`config.mk`:
```
export PLATFORM = sky130hd
export DESIGN_NAME = or1200_vlx_seq
export DESIGN_NICKNAME = d
export VERILOG_FILES = /design/src/rtl/or1200_vlx_seq.sv
export SDC_FILE = /design/constraint.sdc
export NUM_CORES = 1
export LEC_CHECK = 0
export CAP_MARGIN = 10
export CORE_MARGIN = 2
export CORE_UTILIZATION = 50
export CTS_CLUSTER_DIAMETER = 120
export CTS_CLUSTER_SIZE = 14
export DETAILED_ROUTE_END_ITERATION = 8
export PLACE_DENSITY = 0.8
export SLEW_MARGIN = 20
export SYNTH_ARGS = -nofsm -noshare
export SYNTH_HDL_FRONTEND = slang
export SYNTH_SLANG_ARGS = --single-unit
```
`constraint.sdc`:
```
create_clock -name clk_i -period 2.6 [get_ports clk_i]
set_input_delay 0.39 -clock clk_i [delete_from_list [all_inputs] [get_ports clk_i]]
set_output_delay 0.39 -clock clk_i [all_outputs]
set_load 0.01 [all_outputs]
```
`src/rtl/or1200_vlx_seq.sv`:
```
// VLX bit-packing sequencer: counts the valid bits held by the datapath
// accumulator and drains complete bytes through the store unit. When stuffing
// is enabled, a 0x00 is stored after every 0xFF. Handles flush padding, CPU
// stalls and ack timeouts.
module or1200_vlx_seq #(
    parameter int ACC_W       = 32,
    parameter int MAX_BITS    = 16,
    parameter bit STUFF_EN    = 1'b1,
    parameter int ACK_TIMEOUT = 255
) (
    input  logic                   clk_i,
    input  logic                   rst_i,
    input  logic                   set_bit_op_i,
    input  logic [4:0]             num_bits_i,
    input  logic                   flush_i,
    input  logic                   err_clr_i,
    input  logic [7:0]             top_byte_i,
    input  logic                   ack_i,
    output logic                   dp_shift_o,
    output logic                   dp_pad_o,
    output logic [2:0]             pad_bits_o,
    output logic                   dp_consume_o,
    output logic                   dp_clear_o,
    output logic                   store_req_o,
    output logic                   store_stuff_o,
    output logic                   stall_cpu_o,
    output logic [$clog2(ACC_W):0] bit_cnt_o,
    output logic                   err_o
);

    localparam int                CNT_W     = $clog2(ACC_W) + 1;
    localparam logic [4:0]        MAX_N     = 5'(MAX_BITS);
    localparam logic [7:0]        TMO_LAST  = 8'(ACK_TIMEOUT - 1);
    localparam logic [CNT_W-1:0]  BYTE_BITS = CNT_W'(8);

    typedef enum logic [1:0] {
        S_IDLE  = 2'd0,
        S_STORE = 2'd1,
        S_STUFF = 2'd2
    } state_e;

    state_e             state_q, state_d;
    logic [CNT_W-1:0]   bit_cnt_q, bit_cnt_d;
    logic               flush_pend_q, flush_pend_d;
    logic [7:0]         tmo_q, tmo_d;
    logic               err_q, err_d;

    // Number of one-bits needed to round a partial byte up to a byte boundary.
    function automatic logic [2:0] pad_len(input logic [2:0] frac);
        return 3'd0 - frac;
    endfunction

    logic               busy;
    logic               op_legal;
    logic               op_take;
    logic               op_err;
    logic               flush_req;
    logic               flush_go;
    logic               pad_need;
    logic               tmo_hit;
    logic [2:0]         pad_w;
    logic [CNT_W-1:0]   op_sum;
    logic [CNT_W-1:0]   round_up;
    logic [CNT_W-1:0]   cnt_less_byte;

    assign busy          = (state_q != S_IDLE);
    assign op_legal      = (num_bits_i != 5'd0) && (num_bits_i <= MAX_N);
    assign op_take       = !busy && set_bit_op_i && op_legal;
    // Ops while draining are dropped; oversize ops are dropped everywhere.
    assign op_err        = set_bit_op_i && (busy || (num_bits_i > MAX_N));
    assign flush_req     = flush_i || flush_pend_q;
    // A same-cycle op wins; the flush waits in flush_pend for the next idle cycle.
    assign flush_go      = !busy && flush_req && !set_bit_op_i;
    assign pad_need      = (bit_cnt_q[2:0] != 3'd0);
    // The timeout fires on the last waiting cycle so that cycle still drives dp_clear.
    assign tmo_hit       = busy && !ack_i && (tmo_q == TMO_LAST);
    assign pad_w         = pad_len(bit_cnt_q[2:0]);
    assign op_sum        = bit_cnt_q + CNT_W'(num_bits_i);
    assign round_up      = bit_cnt_q + CNT_W'(pad_w);
    assign cnt_less_byte = bit_cnt_q - BYTE_BITS;

    // State register.
    always_ff @(posedge clk_i or negedge rst_i) begin
        if (!rst_i) begin
            state_q <= S_IDLE;
        end else begin
            state_q <= state_d;
        end
    end

    // Next-state decode: enter STORE whenever a full byte is available, detour
    // through STUFF after a stored 0xFF, bail out to IDLE on ack timeout.
    always_comb begin
        state_d = state_q;
        unique case (state_q)
            S_IDLE: begin
                if (op_take && (op_sum >= BYTE_BITS)) begin
                    state_d = S_STORE;
                end else if (flush_go && (pad_need || (bit_cnt_q >= BYTE_BITS))) begin
                    state_d = S_STORE;
                end
            end
            S_STORE: begin
                if (tmo_hit) begin
                    state_d = S_IDLE;
                end else if (ack_i) begin
                    if (STUFF_EN && (top_byte_i == 8'hFF)) begin
                        state_d = S_STUFF;
                    end else if (cnt_less_byte >= BYTE_BITS) begin
                        state_d = S_STORE;
                    end else begin
                        state_d = S_IDLE;
                    end
                end
            end
            S_STUFF: begin
                if (tmo_hit) begin
                    state_d = S_IDLE;
                end else if (ack_i) begin
                    state_d = (bit_cnt_q >= BYTE_BITS) ? S_STORE : S_IDLE;
                end
            end
            default: state_d = S_IDLE;
        endcase
    end

    // Output decode from registered state and same-cycle inputs.
    always_comb begin
        dp_shift_o    = op_take;
        dp_pad_o      = flush_go && pad_need;
        pad_bits_o    = (flush_go && pad_need) ? pad_w : 3'd0;
        dp_consume_o  = (state_q == S_STORE) && ack_i;
        dp_clear_o    = tmo_hit;
        store_req_o   = busy;
        store_stuff_o = (state_q == S_STUFF);
        stall_cpu_o   = busy || flush_pend_q;
        bit_cnt_o     = bit_cnt_q;
        err_o         = err_q;
    end

    // Bit count, pending flush, ack timer and sticky error next values.
    always_comb begin
        bit_cnt_d    = bit_cnt_q;
        flush_pend_d = flush_pend_q;
        tmo_d        = 8'd0;
        if (busy) begin
            if (flush_i) begin
                flush_pend_d = 1'b1;
            end
            if (!ack_i) begin
                tmo_d = tmo_q + 8'd1;
            end
            if ((state_q == S_STORE) && ack_i) begin
                bit_cnt_d = cnt_less_byte;
            end
        end else begin
            if (op_take) begin
                bit_cnt_d = op_sum;
            end else if (flush_go && pad_need) begin
                bit_cnt_d = round_up;
            end
            if (set_bit_op_i && flush_req) begin
                flush_pend_d = 1'b1;
            end else if (flush_go) begin
                flush_pend_d = 1'b0;
            end
        end
        if (tmo_hit) begin
            bit_cnt_d    = '0;
            flush_pend_d = 1'b0;
            tmo_d        = 8'd0;
        end
        // Setting has priority over a same-cycle clear.
        err_d = op_err || tmo_hit || (err_q && !err_clr_i);
    end

    // Bookkeeping registers.
    always_ff @(posedge clk_i or negedge rst_i) begin
        if (!rst_i) begin
            bit_cnt_q    <= '0;
            flush_pend_q <= 1'b0;
            tmo_q        <= 8'd0;
            err_q        <= 1'b0;
        end else begin
            bit_cnt_q    <= bit_cnt_d;
            flush_pend_q <= flush_pend_d;
            tmo_q        <= tmo_d;
            err_q        <= err_d;
        end
    end

endmodule

```
==> metrics.md <==
| Metric | Value |
|---|---|
| Pwr dens | `slightly below 900 nW/µm²` |
| Crit path DAT | `roughly 2.1 ns` |
| Area share of the largest cell type after synthesis | `28.8%` |
| CTS Root Cell | `clkbuf_4` |
| Post-synth EDFFs | `0` |
| DR pass1 iterations | `4` |
| Int Power | `0.00102 W` |
| Vias | `about 1600` |
| Synth area leaders | `dfrtp_1, ha_1, xor2_1` |
| Design area | `2100 µm²` |
| Outcome | `completed` |
| Worst skew pair latency | `approximately 0.30 ns` |
| Hold_buf cts | `0` |
| I/O pin total | `36` |
| Share of cells above drive strength 1 | `19.1%` |
| HP Class | `register to register` |
| Async SR Flop Fraction | `100%` |
| Clk network pwr share | `7.8%` |
| Clock skew | `0.00117 ns` |
| Crit. End Element | `primary output` |
| Sw Share | `about 45%` |
| Final cycle utilization of the critical path | `a little over nine tenths` |
| Largest net degree at the start of global routing | `19` |
| Max Fclk | `roughly 0.40 GHz` |
| Logic pwr share | `67.7%` |
| Diodes inserted | `0` |
| CP Data Required Time | `between 2 and 2.5 ns` |
| TritonCTS clock tree | `done` |
| Post-synth top cells | `dfrtp_1, ha_1, nor2_1, inv_1` |
| Die Y | `59.9 µm` |
| Total core area | `3000 µm²` |
| Post-Syn Instances | `~170` |
| Clock buffer depth | `2` |
| Routed WL | `4220 µm` |
| Psw | `0.000847 W` |
| Dpl hpwl | `3350 µm` |
| Leakage | `0.938 nW` |
| Final Hold Vio Count | `0` |
| Register area share after synthesis | `28.8%` |
| Die area | `3590 µm²` |
| Starting DRT DRC Count | `between 90 and 100` |
| Max layer used | `met4` |
| WL/cell | `16.3 µm` |
| Fin crit period | `2.51 ns` |
| RSZ-0062 raised after global routing | `false` |
| Flops & latches, synth | `18` |
| Netlist Area Pre-Place | `1560 µm²` |
| Yosys cell types | `57` |
| Most frequent cell after synthesis | `dfrtp_1` |
| Initial Utilization | `around 52%` |
| Port bufs | `35` |
| Max Cap Viol | `0` |
| Reg power frac | `24.5%` |
| Gr ovfl total | `0` |
| Final nets | `262` |
| Setup repair bufs after CTS | `0` |
| Area after DPL | `2080 µm²` |
| Fill count | `252` |
| Area grow syn2layout | `34.1%` |
| CTS buffer count | `3` |
| Critical path class | `register to primary output` |
| DR WL met3 | `236 µm` |
| Routability-driven placement congestion ratio | `0.905` |
| Fin Hold WS | `0.509 ns` |
| Clock sink count | `18` |
| CTS clk-pin slew, worst paths | `0.11 ns` |
| Total Routing Usage GR | `between 20 and 30%` |
| Relative slew slack | `42.3%` |
| CTS HTree Levels | `1` |
| Post-route DRC | `0` |
| Largest area contributor in the netlist | `dfrtp_1` |
| Max IR drop VDD | `0.441 mV` |
| Met2 routed wirelength | `roughly 2300 µm` |
| Number of global-route vias before repair | `around 1600` |
| Met1 wire length | `1610 µm` |
| Predominant post-synthesis flop cell | `dfrtp_1` |
| Antenna viol nets, final | `0` |
| Max-slew violation count | `0` |
| Synthesized area per cell | `9.14 µm²` |
| Yosys warns | `0` |
| Worst-Margin Slew | `roughly 0.86 ns` |
| Final Setup Violations | `0` |
| Initial antenna violation count | `0` |
| Synth Net Count | `206` |
| Die W | `59.9 µm` |
| Num rows | `20` |
| Via/cell ratio | `a little over 6` |
| First-pass GRT wire length | `6880 µm` |
| Largest fanout on the critical path | `4` |
| Crit start category | `register` |
==> worst paths after layout <==
check	start	to	cells past startpoint	slack, ns
min reg2reg	tmo_q[0]	tmo_q[0]	1	0.51
max in group asynchronous	rst_i	tmo_q[0]	1	1.44
min in group asynchronous	rst_i	bit_cnt_o[0]	1	0.57
max reg2reg	bit_cnt_o[0]	bit_cnt_o[4]	8	0.52
max	bit_cnt_o[0]	pad_bits_o[1]	7	0.09
min	tmo_q[0]	tmo_q[0]	1	0.51
==> per-layer routing <==
layer  GRT usage, %  up-vias
met4           10.5        0
met2           47.4       60
met3           3.46       15
met1           28.8      748
met5              0        -
li1               -      739
==> power by group through the flow <==
stage	combinational [W]	sequential [W]	clock (W)
2_1_floorplan	0.000790	0.000475	0
5_1_grt	0.00138	0.000472	0.000160
6_report	0.00126	0.000457	0.000146
4_1_cts	0.00125	0.000456	0.000148
3_5_place_dp	0.00125	0.000461	0
3_3_place_gp	0.00119	0.000456	0
==> metrics by stage <==
stage	total power, W	cells	util [%]	TNS [ns]	worst slack (ns)
global placement	0.00165	255	69.3	-0.516	-0.223
global route	0.00201	258	69.8	0	0.00329
detailed placement	0.00171	255	69.3	-0.898	-0.297
floorplan	0.00127	171	-	0	0.269
finish	0.00187	258	69.8	0	0.0867
CTS	0.00186	258	69.9	0	0.00291
==> flip-flops by register name, indices dropped and copies added (netlist names) <==
name,flops
bit_cnt_o,6
tmo_q,8
err_o,1
flush_pend_q,1
state_q,2
==> final cells by class <==
| class | instances | area [µm²] | share of cell area [%] |
|---|---|---|---|
| multi-input combinational | 134 | 1010 | 48.1 |
| clock buffer | 3 | 22.5 | 1.07 |
| tap | 33 | 41.3 | 1.97 |
| inverter | 13 | 66.3 | 3.16 |
| sequential | 18 | 452 | 21.6 |
| timing repair buffer | 57 | 505 | 24.1 |
==> placed cells by master, fill, tap and decap left out, types with 5 or more instances in the layout <==
cell type / synthesis / routed
a211oi_1: 5 / 5
buf_4: 0 / 22
clkdlybuf4s50_1: 0 / 30
dfrtp_1: 18 / 17
ha_1: 15 / 15
inv_1: 10 / 10
nand2_1: 9 / 9
nand3_1: 9 / 9
nand4_1: 6 / 6
nor2_1: 15 / 15
xnor2_1: 6 / 6
xor2_1: 7 / 7
==> worst max-delay path, cell delays in order (launching register included) <==
cell and delay [ns]:
dfrtp_1 0.36, inv_1 0.06, ha_1 0.22, ha_1 0.21
or4_4 0.55, clkinv_4 0.07, and2_1 0.11, dlygate4sd2_1 0.26
==> logic make-up (layout without fill, tap and decap cells) <==
| logic type | Yosys count | after routing | synth area share (%) |
|---|---|---|---|
| AO/OA/AOI/OAI | 37 | 37 | 18.1 |
| multiplexers | 2 | 2 | 1.36 |
| XOR/XNOR | 13 | 13 | 7.29 |
| adder cells (fa/ha/maj) | 16 | 16 | 13.3 |
| buffers and inverters | 19 | 73 | 6.65 |
| flip-flops | 18 | 18 | 28.8 |
| AND/OR/NAND/NOR | 66 | 66 | 24.5 |
==> what timing repair did <==
item	4_1_cts	5_1_grt
endpoints found under the setup margin	5	2
pin swaps	0	0
gates resized for setup	6	2
No activity file was read; power rests on OpenSTA's default activity.
